## src/rtl/output_stage.sv

```systemverilog
// Multi-channel router output stage: each channel pops its egress FIFO, registers
// the word and holds it on a req/ack handshake, with ack timeout and transfer counters.
module output_stage #(
  parameter int NUM_CH    = 4,
  parameter int DATA_W    = 8,
  parameter int TIMEOUT_W = 8,
  parameter int CNT_W     = 16
) (
  input  logic                     clk,
  input  logic                     rst_n,
  input  logic [NUM_CH-1:0]        ch_en,
  input  logic [TIMEOUT_W-1:0]     timeout_cfg,
  input  logic [NUM_CH-1:0]        err_clr,
  input  logic [NUM_CH-1:0]        fifo_empty,
  output logic [NUM_CH-1:0]        fifo_pop,
  input  logic [NUM_CH*DATA_W-1:0] fifo_data,
  output logic [NUM_CH*DATA_W-1:0] data_out,
  output logic [NUM_CH-1:0]        data_out_req,
  input  logic [NUM_CH-1:0]        data_out_ack,
  output logic [NUM_CH-1:0]        timeout_err,
  output logic [NUM_CH*CNT_W-1:0]  xfer_cnt
);

  localparam logic [1:0] ST_IDLE = 2'd0;
  localparam logic [1:0] ST_LOAD = 2'd1;
  localparam logic [1:0] ST_REQ  = 2'd2;
  localparam logic [1:0] ST_ERR  = 2'd3;

  for (genvar g = 0; g < NUM_CH; g++) begin : g_ch
    logic [1:0]           state;
    logic [DATA_W-1:0]    data_q;
    logic                 req_q;
    logic                 err_q;
    logic [TIMEOUT_W-1:0] wait_q;
    logic [TIMEOUT_W-1:0] wait_inc;
    logic [CNT_W-1:0]     cnt_q;
    logic                 can_pop;
    logic                 acked;
    logic                 timed_out;

    assign can_pop  = ch_en[g] & ~fifo_empty[g];
    assign acked    = (state == ST_REQ) & data_out_ack[g];
    assign wait_inc = (&wait_q) ? wait_q : wait_q + 1'b1;
    // Compared with >= so a timeout_cfg lowered mid-wait fires immediately.
    assign timed_out = (timeout_cfg != '0) && (wait_inc >= timeout_cfg);

    // The pop is combinational so the FIFO word arrives exactly in LOAD.
    assign fifo_pop[g] = rst_n & can_pop & ((state == ST_IDLE) | acked);

    always_ff @(posedge clk) begin
      if (!rst_n) begin
        state  <= ST_IDLE;
        data_q <= '0;
        req_q  <= 1'b0;
        err_q  <= 1'b0;
        wait_q <= '0;
        cnt_q  <= '0;
      end else begin
        case (state)
          ST_IDLE: begin
            if (can_pop) state <= ST_LOAD;
          end
          ST_LOAD: begin
            data_q <= fifo_data[g*DATA_W +: DATA_W];
            req_q  <= 1'b1;
            wait_q <= '0;
            state  <= ST_REQ;
          end
          ST_REQ: begin
            // Ack takes priority over a timeout landing in the same cycle.
            if (data_out_ack[g]) begin
              req_q <= 1'b0;
              if (!(&cnt_q)) cnt_q <= cnt_q + 1'b1;
              state <= can_pop ? ST_LOAD : ST_IDLE;
            end else begin
              wait_q <= wait_inc;
              if (timed_out) begin
                req_q <= 1'b0;
                err_q <= 1'b1;
                state <= ST_ERR;
              end
            end
          end
          ST_ERR: begin
            if (err_clr[g]) begin
              err_q <= 1'b0;
              state <= ST_IDLE;
            end
          end
          default: state <= ST_IDLE;
        endcase
      end
    end

    assign data_out[g*DATA_W +: DATA_W] = data_q;
    assign data_out_req[g]              = req_q;
    assign timeout_err[g]               = err_q;
    assign xfer_cnt[g*CNT_W +: CNT_W]   = cnt_q;
  end

endmodule

```

## config.mk

```make
export PLATFORM = sky130hd
export DESIGN_NAME = output_stage
export DESIGN_NICKNAME = d
export VERILOG_FILES = /design/src/rtl/output_stage.sv
export SDC_FILE = /design/constraint.sdc
export NUM_CORES = 1
export LEC_CHECK = 0
export BUFFER_PORTS_ARGS = -buffer_cell sky130_fd_sc_hd__buf_2
export CAP_MARGIN = 20
export CORE_MARGIN = 5
export CORE_UTILIZATION = 54
export CTS_BUF_LIST = sky130_fd_sc_hd__clkbuf_16
export DETAILED_ROUTE_END_ITERATION = 7
export GPL_TIMING_DRIVEN = 0
export PLACE_DENSITY = 0.79
export SLEW_MARGIN = 20
export SYNTH_ARGS = -nofsm -noshare
export SYNTH_HDL_FRONTEND = slang
export SYNTH_SLANG_ARGS = --single-unit
```

## constraint.sdc

```tcl
create_clock -name clk -period 3.42 [get_ports clk]
set_clock_uncertainty 0.1 [all_clocks]
set_input_delay 0.513 -clock clk [delete_from_list [all_inputs] [get_ports clk]]
set_output_delay 0.513 -clock clk [all_outputs]
set_load 0.02 [all_outputs]
```

## Word level (Yosys, flattened, before mapping)

Index checks and enable logic that the tools add are counted.

| storage, ports and cells | value |
|---|---|
| flip-flop bits (word level) | 144 |
| bits of input ports | 58 |
| output and inout port bits | 108 |
| logic and storage cells | 205 |

| cells by class | value |
|---|---|
| $add $sub $neg | 8 |
| magnitude comparators | 4 |
| equality and inequality tests | 32 |
| multiplexer cells | 64 |
| bitwise gates (word level) | 28 |
| reduce and logical (&&, ||, !) cells | 45 |

Operator list:

| kind | count |
|---|---|
| $add 16x1->16 const B | 4 |
| $mux 8 | 8 |
| $pmux 8 s2 | 4 |
| $reduce_and 16->1 | 4 |
| $add 8x1->8 const B | 4 |
| $ge 8x8->1 | 4 |
| $mux 2 | 16 |
| $ne 2x2->1 const B | 16 |
| $pmux 2 s4 | 4 |
| $reduce_and 8->1 | 4 |
| $mux 1 | 24 |
| $reduce_and 3->1 | 8 |
| $and 1x1->1 | 16 |
| $eq 2x2->1 const B | 8 |
| $pmux 1 s2 | 8 |
| $reduce_and 2->1 | 8 |
| $reduce_and 4->1 | 4 |
| $reduce_bool 2->1 | 8 |
| $ne 3x3->1 const B | 4 |
| $eq 2x1->1 const B | 4 |
| $logic_not 2->1 | 4 |
| $not 1->1 | 8 |
| $reduce_bool 8->1 | 1 |
| $logic_and 1x1->1 | 4 |
| $or 1x1->1 | 4 |

## Depth between registers and ports, before layout

| logic depth | value |
|---|---|
| depth after elaboration | 7 |
| gate-level depth with buffers | 11 |
| depth with buffers taken out | 11 |

## Least setup slack after synthesis

OpenSTA, ideal clock, no wires.

| timing | value |
|---|---|
| path kind | flip-flop to flip-flop |
| start point | register g_ch[3].wait_q[0] |
| end point | register g_ch[3].err_q |
| library setup time | 0.121 ns |
| data arrival time | 2.481 ns |
| data required time | 3.199 ns |
| slack | 0.718 ns |
| stages on the path, launching flop included | 10 |
| buffers on the path | 0 |
| period minus slack after synthesis | 2.702 ns |
| path through | dfxtp_1 > ha_1 > nand4_1 > nor2_1 > mux2_2 > ha_1 > a2111oi_0 > o32ai_1 > o21a_1 > a2bb2o_1 |

| on the way | value |
|---|---|
| word-level cells in the longest chain between the ends | 6 |
| elaborated cells on any way between the ends | 7 |
| classes of those cells | add/sub: 1; order compare: 1; eq/ne: 1; mux: 1; reduce/logical: 3 |

Ends and longest elaborated chain:

| item | line | source |
|---|---|---|
| from (decl) | 34 | `logic [TIMEOUT_W-1:0] wait_q;` |
| from (signal assigned) | 76 | `wait_q <= wait_inc;` |
| $add 8x1->8 or $reduce_and 8->1 (tied branches) | 43 | `assign wait_inc = (&wait_q) ? wait_q : wait_q + 1'b1;` |
| $mux 8 * | 43 |  |
| $ge 8x8->1 * | 45 | `assign timed_out = (timeout_cfg != '0) && (wait_inc >= timeout_cfg);` |
| $logic_and 1x1->1 * | 45 |  |
| $ne 2x2->1 (no line) * | -- |  |
| $reduce_and 4->1 (no line) * | -- |  |
| to (signal assigned) | 55 | `err_q <= 1'b0;` |
| to (signal assigned) | 79 | `err_q <= 1'b1;` |
| to (signal assigned) | 86 | `err_q <= 1'b0;` |
| to (decl) | 33 | `logic err_q;` |

Every way passes the cells marked *; elsewhere a longest branch is shown, timed or not.
A chain may end at the register's enable or synchronous reset.

## Worst setup path in the final report

Same ends and word-level chain as after synthesis.

==> metrics.cfg <==
[status]
status=finished clean

[synthesis]
synth_nets=1072
synth_most_common_cell=nand2_1
synthTopCellsByCount=nand2_1, dfxtp_1, nor2_1, a21oi_1, nand3_1
yosys.area.top_type_share_pct=37.0
syn_area_um2=7790
netlist_instances=974
synth_seq_cells=144
synth.avg_cell_area_um2=8.00
async_flop_share_pct=0
yosysTopAreaCell=dfxtp_1
ys.flop_type=dfxtp_1
ys_types=65
synth_seq_area_share_pct=37.0
synth.area.top_cells=dfxtp_1, nand2_1, ha_1
yosys_warnings=0
synth_edf_count=0

[min_path]
hp-class=in -> reg

[floorplan]
start_util_pct=55.7
core-area_um2=14000
die_area_um2=16900
die_y_um=130
num_io_pins=166
die_x_um=130
rows=43

[grt]
grt_pass1_vias=7282
grt_overflow=0
antenna_found_initial=1
grt_usage_pct=25.7
grt_pass1_wl_um=34900
grt_max_degree=17

[timing]
fin_ws_ns=0.343
finalCriticalPeriod_ns=3.08
setup_violations=0
fmax_mhz=325
worst_pin_slew_ns=0.895
finalHoldViolCount=0
slew_violations=0
max_slew_margin_pct=39.8
fin_hold_ws_ns=0.221
rsz0062_at_grt=no
setup_tns_ns=0
finalCritPeriodShare_pct=90.0

[setup_path]
cp_cell_sequence=ha_1 -> nand4_1 -> nor2_1 -> mux2_2 -> ha_1 -> a2111oi_0 -> o32ai_1 -> o21a_1 -> a2bb2o_1
critPathMaxStageDelay_ns=0.46
critical_path.slowest_cell=dfxtp_1
crit_path_end_kind=flop
required_ns=3.64
cp-start-kind=flop
cp_top_family=compound AO/OA/AOI/OAI gates
path_buf_inv=0
criticalPathCategory=reg -> reg
path_max_fanout=6
crit_arrival_ns=3.30
path_common_cell=ha_1

[power]
leakagePower_nw=3.99
switchingPower_mw=1.18
ir_worst_vdd_mv=0.402
switching_share_pct=28.6
power_per_cell_area_nw_per_um2=439
p_int_mw=2.95
seqPwrFrac_pct=43.6
p_comb_share_pct=13.5
clkPwrFrac_pct=42.9

[route]
antenna_left=0
drc=0
drtPass1Iterations=5
wire_per_inst_um=16.0
routed-via-count=7844
drt-total-wl_um=21600
drtIter0Drc=662
viasPerCell=5.81

[placed_design]
dp_hpwl_um=15800
io_buffers=165
gp_congestion=0.896
place_ws_ns=0.403

[flow_run]
maxCapViolations=0

[clocking]
cts-root-buf=clkbuf_16
clkLatencyLatePin_ns=0.43
post_cts_buffers=0
cts.path.max_buffers=2
clk_pin_slew_ns=0.07
cts-buffers-inserted=17
cts_resized=0
numClockSinks=144
hold_buffers=0
tritoncts=built
cts-htree-levels=4

[cells_and_area]
area_growth_syn_to_layout_pct=20.7
diodes=0
drive_gt1_share_pct=19.6
postLayoutCoreUtil_pct=67.2
finish.net_count=1256

==> layout by cell type (no fill, tap or decap), drive strengths merged, types with 10 or more instances in the layout <==
cell / count
a21oi: 72
and3: 18
and4: 17
buf: 176
clkbuf: 55
dfxtp: 144
ha: 40
inv: 25
mux2: 10
nand2: 146
nand2b: 20
nand3: 57
nand4: 38
nor2: 95
nor3: 13
o21a: 11
o21ai: 41
or3: 12
xnor2: 21
xor2: 33
==> final cells by class <==
type | instances | area, um^2
Buffer | 49 | 216
Tap cell | 180 | 225
Timing Repair Buffer | 165 | 826
Multi-Input combinational cell | 762 | 4620
Inverter | 19 | 71.3
Clock buffer | 17 | 425
Fill cell | 1255 | 4590
Clock inverter | 15 | 135
Sequential cell | 144 | 2880
==> kinds of logic after synthesis <==
family | after synthesis | synth area share, %
DFF | 144 | 37.0
buffers and inverters | 68 | 3.69
and+or+nand+nor | 464 | 29.7
muxes | 18 | 2.47
xor gates and xnor gates | 54 | 6.07
AOI/OAI and AO/OA | 185 | 14.5
adders and majority gates | 41 | 6.55
==> worst min-delay path: cells and delay by family <==
| kind | cells | cell delay [ns] |
|---|---|---|
| buffers and inverters | 1 | 0.10 |
| AO/OA/AOI/OAI | 1 | 0.05 |
| AND/OR/NAND/NOR | 1 | 0.04 |
==> routing by layer <==
metal  GRT usage, %  part of all wire [%]
met2           42.8                    48
met5              0                 0.060
met1           33.1                    45
met3           5.57                   5.6
met4           8.86                   1.8
==> final timing paths <==
| kind | from | endpoint | slack (ns) | cells past startpoint |
|---|---|---|---|---|
| hold reg to reg | g_ch[2].data_q[3] | g_ch[2].data_q[3] | 0.35 | 2 |
| setup / recovery | g_ch[3].wait_q[0] | g_ch[3].err_q | 0.34 | 9 |
| setup reg to reg | g_ch[3].wait_q[0] | g_ch[3].err_q | 0.34 | 9 |
| hold / removal | fifo_data[29] | g_ch[3].data_q[5] | 0.22 | 3 |
==> power by group through the flow <==
stage	Clock (mW)	Combinational, mW	Sequential, mW
after detailed placement	0	0.556	1.83
after global placement	0	0.547	1.83
after global routing	1.87	0.625	1.81
after CTS	1.79	0.559	1.80
after floorplan	0	0.307	1.88
final	1.77	0.559	1.80
==> flip-flops by register name, indices dropped and copies added, names as in the netlist <==
name         count
g_ch.cnt_q      64
g_ch.err_q       4
g_ch.wait_q     32
g_ch.state       8
g_ch.req_q       4
g_ch.data_q     32
==> through the flow <==
| stage | area (um^2) | power (mW) | cells |
|---|---|---|---|
| floorplan | 7790 | 2.19 | 974 |
| global placement | 8840 | 2.38 | 1319 |
| detailed placement | 8840 | 2.39 | 1319 |
| CTS | 9400 | 4.14 | 1351 |
| global route | 9400 | 4.30 | 1351 |
| finish | 9400 | 4.13 | 1351 |
Note: power is estimated with default switching activity, not from simulation.
